===== src/rtl/leaf_out_sched.sv =====
// Round-robin, credit-based scheduler that packs user output words into BFT packets.
// Optional per-port transfer counters on stat_cnt when LEAF_SCHED_STATS_EN is defined.
//
// state  | meaning
// S_IDLE | no port enabled yet, waiting for the first cfg_wr
// S_RUN  | arbitrating eligible ports into the output register
// S_STALL| valid packet held while the link is not ready
module leaf_out_sched #(
  parameter int PACKET_BITS   = 49,
  parameter int PAYLOAD_BITS  = 32,
  parameter int NUM_LEAF_BITS = 5,
  parameter int NUM_PORT_BITS = 4,
  parameter int NUM_ADDR_BITS = 7,
  parameter int NUM_OUT_PORTS = 4,
  localparam int PW = (NUM_OUT_PORTS > 1) ? $clog2(NUM_OUT_PORTS) : 1,
  localparam int CW = NUM_ADDR_BITS + 1
) (
  input  logic                                    clk,
  input  logic                                    reset,
  input  logic [NUM_OUT_PORTS*PAYLOAD_BITS-1:0]   din_user,
  input  logic [NUM_OUT_PORTS-1:0]                vld_user,
  output logic [NUM_OUT_PORTS-1:0]                ack_user,
  output logic [PACKET_BITS-1:0]                  pkt_out,
  input  logic                                    link_rdy,
  input  logic                                    cfg_wr,
  input  logic [PW-1:0]                           cfg_port,
  input  logic [NUM_LEAF_BITS-1:0]                cfg_leaf,
  input  logic [NUM_PORT_BITS-1:0]                cfg_dport,
  input  logic                                    crd_vld,
  input  logic [PW-1:0]                           crd_port,
  input  logic [CW-1:0]                           crd_amt,
  output logic                                    crd_err
`ifdef LEAF_SCHED_STATS_EN
  ,
  output logic [NUM_OUT_PORTS*32-1:0]             stat_cnt
`endif
);

  localparam logic [CW-1:0] CRD_MAX = {1'b1, {NUM_ADDR_BITS{1'b0}}};

  typedef enum logic [1:0] {S_IDLE, S_RUN, S_STALL} state_t;

  state_t                     state_q, state_d;
  logic [PACKET_BITS-1:0]     pkt_q, pkt_d;
  logic [NUM_OUT_PORTS-1:0]   en_q, en_d;
  logic [NUM_LEAF_BITS-1:0]   leaf_q  [NUM_OUT_PORTS];
  logic [NUM_LEAF_BITS-1:0]   leaf_d  [NUM_OUT_PORTS];
  logic [NUM_PORT_BITS-1:0]   dport_q [NUM_OUT_PORTS];
  logic [NUM_PORT_BITS-1:0]   dport_d [NUM_OUT_PORTS];
  logic [NUM_ADDR_BITS-1:0]   addr_q  [NUM_OUT_PORTS];
  logic [NUM_ADDR_BITS-1:0]   addr_d  [NUM_OUT_PORTS];
  logic [CW-1:0]              crd_q   [NUM_OUT_PORTS];
  logic [CW-1:0]              crd_d   [NUM_OUT_PORTS];
  logic [PW-1:0]              rr_q, rr_d;
  logic                       err_q, err_d;
`ifdef LEAF_SCHED_STATS_EN
  logic [31:0]                stat_q  [NUM_OUT_PORTS];
  logic [31:0]                stat_d  [NUM_OUT_PORTS];
`endif

  logic                       slot_free;
  logic [NUM_OUT_PORTS-1:0]   elig;
  logic                       gnt_raw, gnt_vld;
  logic [PW-1:0]              gnt_idx;
  logic [CW:0]                crd_sum;

  assign slot_free = ~pkt_q[PACKET_BITS-1] | link_rdy;
  assign pkt_out   = pkt_q;
  assign crd_err   = err_q;

  // First eligible port at or above the rr pointer, wrapping around.
  always_comb begin
    gnt_raw = 1'b0;
    gnt_idx = '0;
    for (int i = 0; i < NUM_OUT_PORTS; i++) begin
      elig[i] = vld_user[i] & en_q[i] & (crd_q[i] != '0);
    end
    for (int k = 0; k < NUM_OUT_PORTS; k++) begin
      if (!gnt_raw && elig[(int'(rr_q) + k) % NUM_OUT_PORTS]) begin
        gnt_raw = 1'b1;
        gnt_idx = PW'((int'(rr_q) + k) % NUM_OUT_PORTS);
      end
    end
    gnt_vld = gnt_raw & slot_free & (state_q != S_IDLE);
    for (int i = 0; i < NUM_OUT_PORTS; i++) begin
      ack_user[i] = gnt_vld && (gnt_idx == PW'(i));
    end
  end

  always_comb begin
    state_d = state_q;
    pkt_d   = pkt_q;
    en_d    = en_q;
    leaf_d  = leaf_q;
    dport_d = dport_q;
    addr_d  = addr_q;
    crd_d   = crd_q;
    rr_d    = rr_q;
    err_d   = err_q;
    crd_sum = '0;
`ifdef LEAF_SCHED_STATS_EN
    stat_d  = stat_q;
`endif

    if (cfg_wr) begin
      en_d[cfg_port]    = 1'b1;
      leaf_d[cfg_port]  = cfg_leaf;
      dport_d[cfg_port] = cfg_dport;
    end

    // Dest fields come from the _q copies, so a same-cycle cfg_wr only affects later words.
    if (gnt_vld) begin
      pkt_d = {1'b1, leaf_q[gnt_idx], dport_q[gnt_idx], addr_q[gnt_idx],
               din_user[gnt_idx*PAYLOAD_BITS +: PAYLOAD_BITS]};
      addr_d[gnt_idx] = addr_q[gnt_idx] + 1'b1;
      rr_d = (gnt_idx == PW'(NUM_OUT_PORTS - 1)) ? '0 : gnt_idx + 1'b1;
`ifdef LEAF_SCHED_STATS_EN
      stat_d[gnt_idx] = stat_q[gnt_idx] + 32'd1;
`endif
    end else if (slot_free) begin
      pkt_d[PACKET_BITS-1] = 1'b0;
    end

    for (int i = 0; i < NUM_OUT_PORTS; i++) begin
      crd_sum = {1'b0, crd_q[i]};
      if (crd_vld && (crd_port == PW'(i))) crd_sum = crd_sum + {1'b0, crd_amt};
      if (gnt_vld && (gnt_idx == PW'(i)))  crd_sum = crd_sum - 1'b1;
      if (crd_sum > {1'b0, CRD_MAX}) begin
        crd_d[i] = CRD_MAX;
        err_d    = 1'b1;
      end else begin
        crd_d[i] = crd_sum[CW-1:0];
      end
    end

    case (state_q)
      S_IDLE:  if (cfg_wr) state_d = S_RUN;
      S_RUN:   if (pkt_q[PACKET_BITS-1] && !link_rdy) state_d = S_STALL;
      S_STALL: if (link_rdy) state_d = S_RUN;
      default: state_d = S_IDLE;
    endcase
  end

  always_ff @(posedge clk or posedge reset) begin
    if (reset) begin
      state_q <= S_IDLE;
      pkt_q   <= '0;
      en_q    <= '0;
      rr_q    <= '0;
      err_q   <= 1'b0;
      for (int i = 0; i < NUM_OUT_PORTS; i++) begin
        leaf_q[i]  <= '0;
        dport_q[i] <= '0;
        addr_q[i]  <= '0;
        crd_q[i]   <= CRD_MAX;
`ifdef LEAF_SCHED_STATS_EN
        stat_q[i]  <= '0;
`endif
      end
    end else begin
      state_q <= state_d;
      pkt_q   <= pkt_d;
      en_q    <= en_d;
      rr_q    <= rr_d;
      err_q   <= err_d;
      leaf_q  <= leaf_d;
      dport_q <= dport_d;
      addr_q  <= addr_d;
      crd_q   <= crd_d;
`ifdef LEAF_SCHED_STATS_EN
      stat_q  <= stat_d;
`endif
    end
  end

`ifdef LEAF_SCHED_STATS_EN
  always_comb begin
    stat_cnt = '0;
    for (int i = 0; i < NUM_OUT_PORTS; i++) begin
      stat_cnt[i*32 +: 32] = stat_q[i];
    end
  end
`endif

endmodule


===== config.mk =====
export PLATFORM = sky130hd
export DESIGN_NAME = leaf_out_sched
export DESIGN_NICKNAME = d
export VERILOG_FILES = /design/src/rtl/leaf_out_sched.sv
export SDC_FILE = /design/constraint.sdc
export NUM_CORES = 1
export LEC_CHECK = 0
export CORE_MARGIN = 2
export CORE_UTILIZATION = 49
export DETAILED_ROUTE_END_ITERATION = 8
export DONT_BUFFER_PORTS = 1
export PLACE_DENSITY = 0.69
export SLEW_MARGIN = 20
export SYNTH_ARGS = -nofsm -noshare
export SYNTH_HDL_FRONTEND = slang
export SYNTH_SLANG_ARGS = --single-unit

===== constraint.sdc =====
create_clock -name clk -period 12.2 [get_ports clk]
set_input_delay 1.83 -clock clk [delete_from_list [all_inputs] [get_ports clk]]
set_output_delay 1.83 -clock clk [all_outputs]
set_load 0.01 [all_outputs]

==> results of run 1 <==
-- registers in the layout, indices dropped and copies added (netlist names) --
signal	count
crd_err	1
addr_q	28
rr_q	2
crd_q	32
pkt_out	49
dport_q	16
en_q	4
leaf_q	20
state_q	2
-- power by group through the flow --
stage                     Combinational (uW)  Clock, uW  Sequential, uW
after floorplan                         1280          0             828
after detailed placement                1580          0             883
after global placement                  1530          0             883
after CTS                               1580        544             877
final                                   1570        534             876
after global routing                    1790        566             900
-- per-stage QoR --
stage                     hold slack (ps)  utilization  cells
after floorplan                       435            -   1240
after global placement                454        0.509   1455
after detailed placement              459        0.509   1455
after CTS                             476        0.539   1487
after global routing                  501        0.539   1487
final                                 469        0.539   1487
-- critical path: cells and delay by family --
| kind | cells | cell delay, ps |
|---|---|---|
| buf+inv | 3 | 1220 |
| compound gates | 2 | 1050 |
| fa+ha+maj | 1 | 350 |
| mux | 1 | 220 |
| simple gates | 2 | 210 |
-- cell type report --
class / instances / area [sq um] / area share
flip-flops and latches: 154 / 3860 / 0.353
multi-input cells: 1007 / 6030 / 0.551
repair buffers: 4 / 33.8 / 0.00309
clock buffers: 17 / 425 / 0.0389
clock inverters: 15 / 179 / 0.0163
well taps: 270 / 338 / 0.0309
inverters: 20 / 80.1 / 0.00732
-- placed cells by master, fill, tap and decap left out, types with 19 or more instances in the layout --
cell type	synthesis	routed
a21oi_1	42	42
mux2_2	43	43
dfrtp_1	150	150
nor2_1	60	60
ha_1	41	41
nand2_1	348	348
nor3_1	19	19
xnor2_1	25	25
o21ai_0	133	133
mux2i_1	32	32
nand3_1	55	55
-- final timing paths --
check                                  from     endpoint  cells past startpoint
max in group asynchronous             reset   pkt_out[3]                      2
worst min-delay path                en_q[2]      en_q[2]                      1
min in group asynchronous             reset   dport_q[1]                      1
worst max register to register    crd_q[25]      crd_err                     14
worst min register to register      en_q[2]      en_q[2]                      1
worst max-delay path            vld_user[2]  ack_user[2]                      9
-- routing by layer --
| layer | vias up | global-route usage | part of all wire |
|---|---|---|---|
| met5 | - | 0 | 0 |
| met4 | 0 | 0.0624 | 0.015 |
| met3 | 35 | 0.0669 | 0.076 |
| met2 | 239 | 0.387 | 0.48 |
| met1 | 4121 | 0.316 | 0.43 |
| li1 | 4267 | - | - |
-- cells by family after synthesis --
group,share of synthesized area
AOI/OAI and AO/OA,0.157
xor gates and xnor gates,0.0361
adders and majority gates,0.0583
buffers and inverters,0.0311
DFF,0.379
muxes,0.0804
and+or+nand+nor,0.258
==> impl_metrics.csv, run 1 <==
group,metric,value,unit
drt,ant_nets,0,
pwr,seq_power_share,0.294,
yosys,yosysMostFrequentCell,"nand2_1",
global_route,grt_antenna_before_repair,0,
clock_network,numCtsBuffers,17,
setup_path,path_max_fanout,95,
drt,drc,0,
setup_path,critPathCaptureType,"primary output",
yosys,synth_edf_count,0,
pwr,comb_power_share,0.527,
sta,drv_slew,0,
die,die-height,148,um
place,post_dp_cell_area,10300,sq um
setup_path,critPathSlowestCell,"buf_4",
yosys,synth_top_area_frac,0.369,
clock_network,h-tree-depth,4,
clock_network,cts_resized,0,
pwr,vdd_ir_drop_max,0.154,mV
drt,vias,8662,
pwr,p_leak,0.00494,uW
yosys,netlist_area,10200,sq um
die,ios,212,
sta,worstMarginPinSlew,1070,ps
place,io_buffers,0,
die,placeableCoreArea,20300,sq um
sta,setup_violations,0,
setup_path,crit_type,"primary input to primary output",
sta,slew_headroom,0.290,
setup_path,r2r_slack,6600,ps
pwr,p_per_area,273,nW/um^2
global_route,gr-usage-all-layers,0.238,
setup_path,slowest_delay,760,ps
drt,dr.pass1.iters,6,
sta,rsz0062_at_grt,"false",
place,gp_congestion,0.896,
pwr,p_total,2980,uW
global_route,grt_max_degree,98,
clock_network,post-cts-setup-buffer-count,0,
clock_network,clk_path_buf_depth,2,
cells_and_area,fin_area,10900,sq um
yosys,syn_nets,1443,
cells_and_area,insertedDiodeCount,0,
yosys,ys_seq_elements,154,
die,fp-row-count,52,
sta,layout_setup_ws,5310,ps
die,die_x,148,um
run_status,status,"finished clean",
yosys,ys_top_cells_by_count,"348 x nand2_1, 150 x dfrtp_1, 133 x o21ai_0",
pwr,netSwitchingFraction,0.478,
sta,fin_crit,6890,ps
clock_network,ctsHoldBuffers,0,
place,dp_slack,5360,ps
setup_path,required,10370,ps
cells_and_area,nets,1407,
drt,dr.first_iter.drc_count,488,
sta,finalHoldViolations,0,
global_route,overflow,0,
clock_network,tritoncts,"done",
sta,period_share,0.565,
clock_network,clk_latency,430,ps
place,hpwl,18.6,mm
yosys,yosysWarnings,0,
yosys,synthCells,1240,
clock_network,cts_sinks,154,
yosys,synthTopCellsByArea,"dfrtp_1 37%, nand2_1 13%, o21ai_0 6.5%",
cells_and_area,drive_above_1_share,0.0920,
global_route,grt_pass1_wl,42.1,mm
pwr,p_switching,1430,uW
yosys,syn_area_per_cell,8.21,sq um
yosys,synthDistinctLibCells,71,
yosys,synth_ff_type,"dfrtp_1",
die,die-area,21900,sq um
setup_path,crit_chain,"nand2_1, a21oi_1, mux2i_1, o221a_4, inv_2, buf_4, ha_1, nand2_4, inv_1",
cells_and_area,area_delta_synth_final,7.51,%
setup_path,setup.worst_path.start_class,"primary input",
yosys,synth_largest_area_cell,"dfrtp_1",
drt,drt-total-wl,25.8,mm
die,initial_core_util,0.501,
sta,fmax,145,MHz
pwr,power_frac_clock,0.179,
sta,finalSetupTns,0,ps
drt,wl_per_cell,17.4,um
clock_network,clockRootBuffer,"clkbuf_16",
hold_path,hp-class,"flip-flop to flip-flop",
drt,post_drt_via_cell_ratio,5.83,
yosys,async_flop_share,1.00,
setup_path,cp_data_arrival_time,5060,ps
yosys,ys_seq_area_frac,0.379,
cells_and_area,n_fill_cell,1922,
clock_network,path_clk_slew,70,ps
pwr,p_int,1560,uW
sta,finClkSkew,8.99,ps
flow_run,drv_cap,0,
global_route,grt_pass1_vias,8202,
Note: power is estimated with default switching activity, not from simulation.
==> inputs of run 2 (changes only) <==
- PLACE_DENSITY: 0.69 -> 0.71
- clock period: 12.2 -> 6 ns (I/O delays scaled with it)
==> run 2 against run 1 <==
Effect of this change:
- register-to-register slack got worse by 5300 ps
- non-clock buffer count up 3
- combinational power rose by 100%
- worst setup slack lost 4000 ps
- final cell count rose by 0.13%
- core utilization down 0.12 points
- critical endpoint is now crd_err
- via count is 0.28% lower
- largest power group unchanged
==> impl_metrics.csv, run 2 (same netlist as run 1, synthesis figures left out) <==
group,metric,value,unit
run_status,status,"finished clean",
setup_path,required,6290,ps
global_route,overflow,0,
pwr,p_leak,0.00494,uW
clock_network,cts_resized,0,
sta,drv_slew,0,
cells_and_area,seqCellArea,3860,sq um
cells_and_area,stdcell_count,1489,
global_route,grt_pass1_vias,8048,
hold_path,holdPathStages,2,
sta,finalSetupTns,0,ps
drt,drt-total-wl,26.3,mm
drt,drc,0,
die,initial_core_util,0.501,
die,die_x,148,um
global_route,grt_max_degree,109,
sta,layout_setup_ws,1290,ps
setup_path,critPathCaptureType,"flip-flop",
clock_network,path_clk_slew,60,ps
die,placeableCoreArea,20300,sq um
pwr,p_per_area,553,nW/um^2
place,hpwl,19.2,mm
setup_path,cp.buffers_inverters,2,
setup_path,crit_type,"flip-flop to flip-flop",
place,dp.cells,1458,
clock_network,h-tree-depth,4,
hold_path,worstHoldStart,"addr_q[13]",
drt,post_drt_via_cell_ratio,5.80,
setup_path,r2r_slack,1290,ps
die,fp-row-count,52,
cells_and_area,area_delta_synth_final,7.28,%
cells_and_area,drive_above_1_share,0.0911,
clock_network,numCtsBuffers,17,
flow_run,drv_cap,0,
clock_network,ctsHoldBuffers,0,
setup_path,path_max_fanout,44,
setup_path,r2r-end,"crd_err",
cells_and_area,insertedDiodeCount,0,
cells_and_area,n_fill_cell,1934,
cells_and_area,multiInputGateArea,6020,sq um
cells_and_area,final_common_cell,"nand2_1",
sta,finClkSkew,7.97,ps
pwr,p_total,6040,uW
place,dp_slack,1170,ps
setup_path,path_delay_family,"simple AND/OR/NAND/NOR gates",
setup_path,r2r-start,"crd_q[2]",
cells_and_area,largest_reg_flops,49,
die,ios,212,
cells_and_area,layout_common_cells,"348 x nand2_1, 150 x dfrtp_1, 133 x o21ai_0",
drt,ant_nets,0,
sta,worstMarginPinSlew,957,ps
sta,setup_violations,0,
sta,fmax,212,MHz
sta,fin_crit,4710,ps
clock_network,clk_latency,430,ps
setup_path,critPathSlowestCell,"or4_1",
clock_network,post-cts-setup-buffer-count,0,
sta,period_share,0.786,
setup_path,setup.worst_path.start_class,"flip-flop",
place,gp_congestion,0.847,
setup_path,cp_data_arrival_time,5010,ps
drt,dr.first_iter.drc_count,580,
sta,slew_headroom,0.362,
hold_path,holdPathEnd,"addr_q[13]",
setup_path,r2r.worst_path.cells,13,
global_route,grt_antenna_before_repair,0,
setup_path,crit_chain,"or4_1, o211ai_1, nand2_1, o221a_2, inv_2, ha_1, nand2_2, inv_2, nand3_1, nor4_1, xnor2_1, o21ai_2, or4_1",
cells_and_area,nets,1410,
hold_path,hp-class,"flip-flop to flip-flop",
die,die-height,148,um
drt,wl_per_cell,17.7,um
drt,vias,8638,
drt,dr.pass1.iters,5,
pwr,vdd_ir_drop_max,0.330,mV
clock_network,clk_path_buf_depth,2,
setup_path,slowest_delay,570,ps
place,io_buffers,0,
clock_network,tritoncts,"done",
global_route,gr-usage-all-layers,0.239,
clock_network,clockRootBuffer,"clkbuf_16",
sta,finalHoldViolations,0,
die,die-area,21900,sq um
sta,rsz0062_at_grt,"false",
clock_network,cts_sinks,154,
global_route,grt_pass1_wl,41.8,mm
[run 2: cell types whose count changed in the layout (fill, tap and decap cells not counted), moves of 2 or more]
cell / delta
inv_6: -6
clkbuf_8: +5
buf_4: +4
clkinv_2: +4
clkinv_8: -3
clkbuf_1: +2
clkinv_4: -2
inv_8: -2
[run 2: how the worst max path moves through the flow]
stage,end,slack [ps],start,cells after the start
final,crd_err,1290,crd_q[2],13
after global routing,crd_err,860,crd_q[2],13
after CTS,crd_err,1290,crd_q[2],13
after detailed placement,crd_err,1170,vld_user[1],13
after global placement,crd_err,1290,vld_user[1],13
after floorplan,addr_q[0],960,reset,1
[run 2: worst reg2reg max path: cells and delay by family (launching register included)]
family / cells / cell delay [ps]
and+or+nand+nor: 6 / 1890
AOI/OAI and AO/OA: 3 / 910
buffers and inverters: 2 / 790
DFF: 1 / 400
adders and majority gates: 1 / 370
xor gates and xnor gates: 1 / 230
[run 2: through the flow]
step                      instance area [sq um]  hold WS, ps   util
after global placement                    10400          461  0.510
after CTS                                 10900          485  0.538
after floorplan                           10200          435      -
final                                     10900          484  0.538
after detailed placement                  10400          472  0.510
after global routing                      10900          510  0.538
[run 2: power breakdown]
| part | internal, uW | total (uW) | switching [uW] |
|---|---|---|---|
| Clock | 620 | 1030 | 413 |
| Combinational | 1150 | 3210 | 2050 |
| Sequential | 1420 | 1800 | 375 |
[run 2: final cells by class]
type                       count  area share
timing repair buffer           7     0.00481
multi-input combinational   1007       0.552
inverter                      20     0.00733
tap                          270      0.0309
clock inverter                 7     0.00596
sequential                   154       0.353
clock buffer                  24      0.0459
[run 2: per-layer routing]
layer	global-route usage	wire length, um
met2	0.386	12500
met4	0.0562	409
met1	0.325	11700
met3	0.0626	1820
met5	0	0
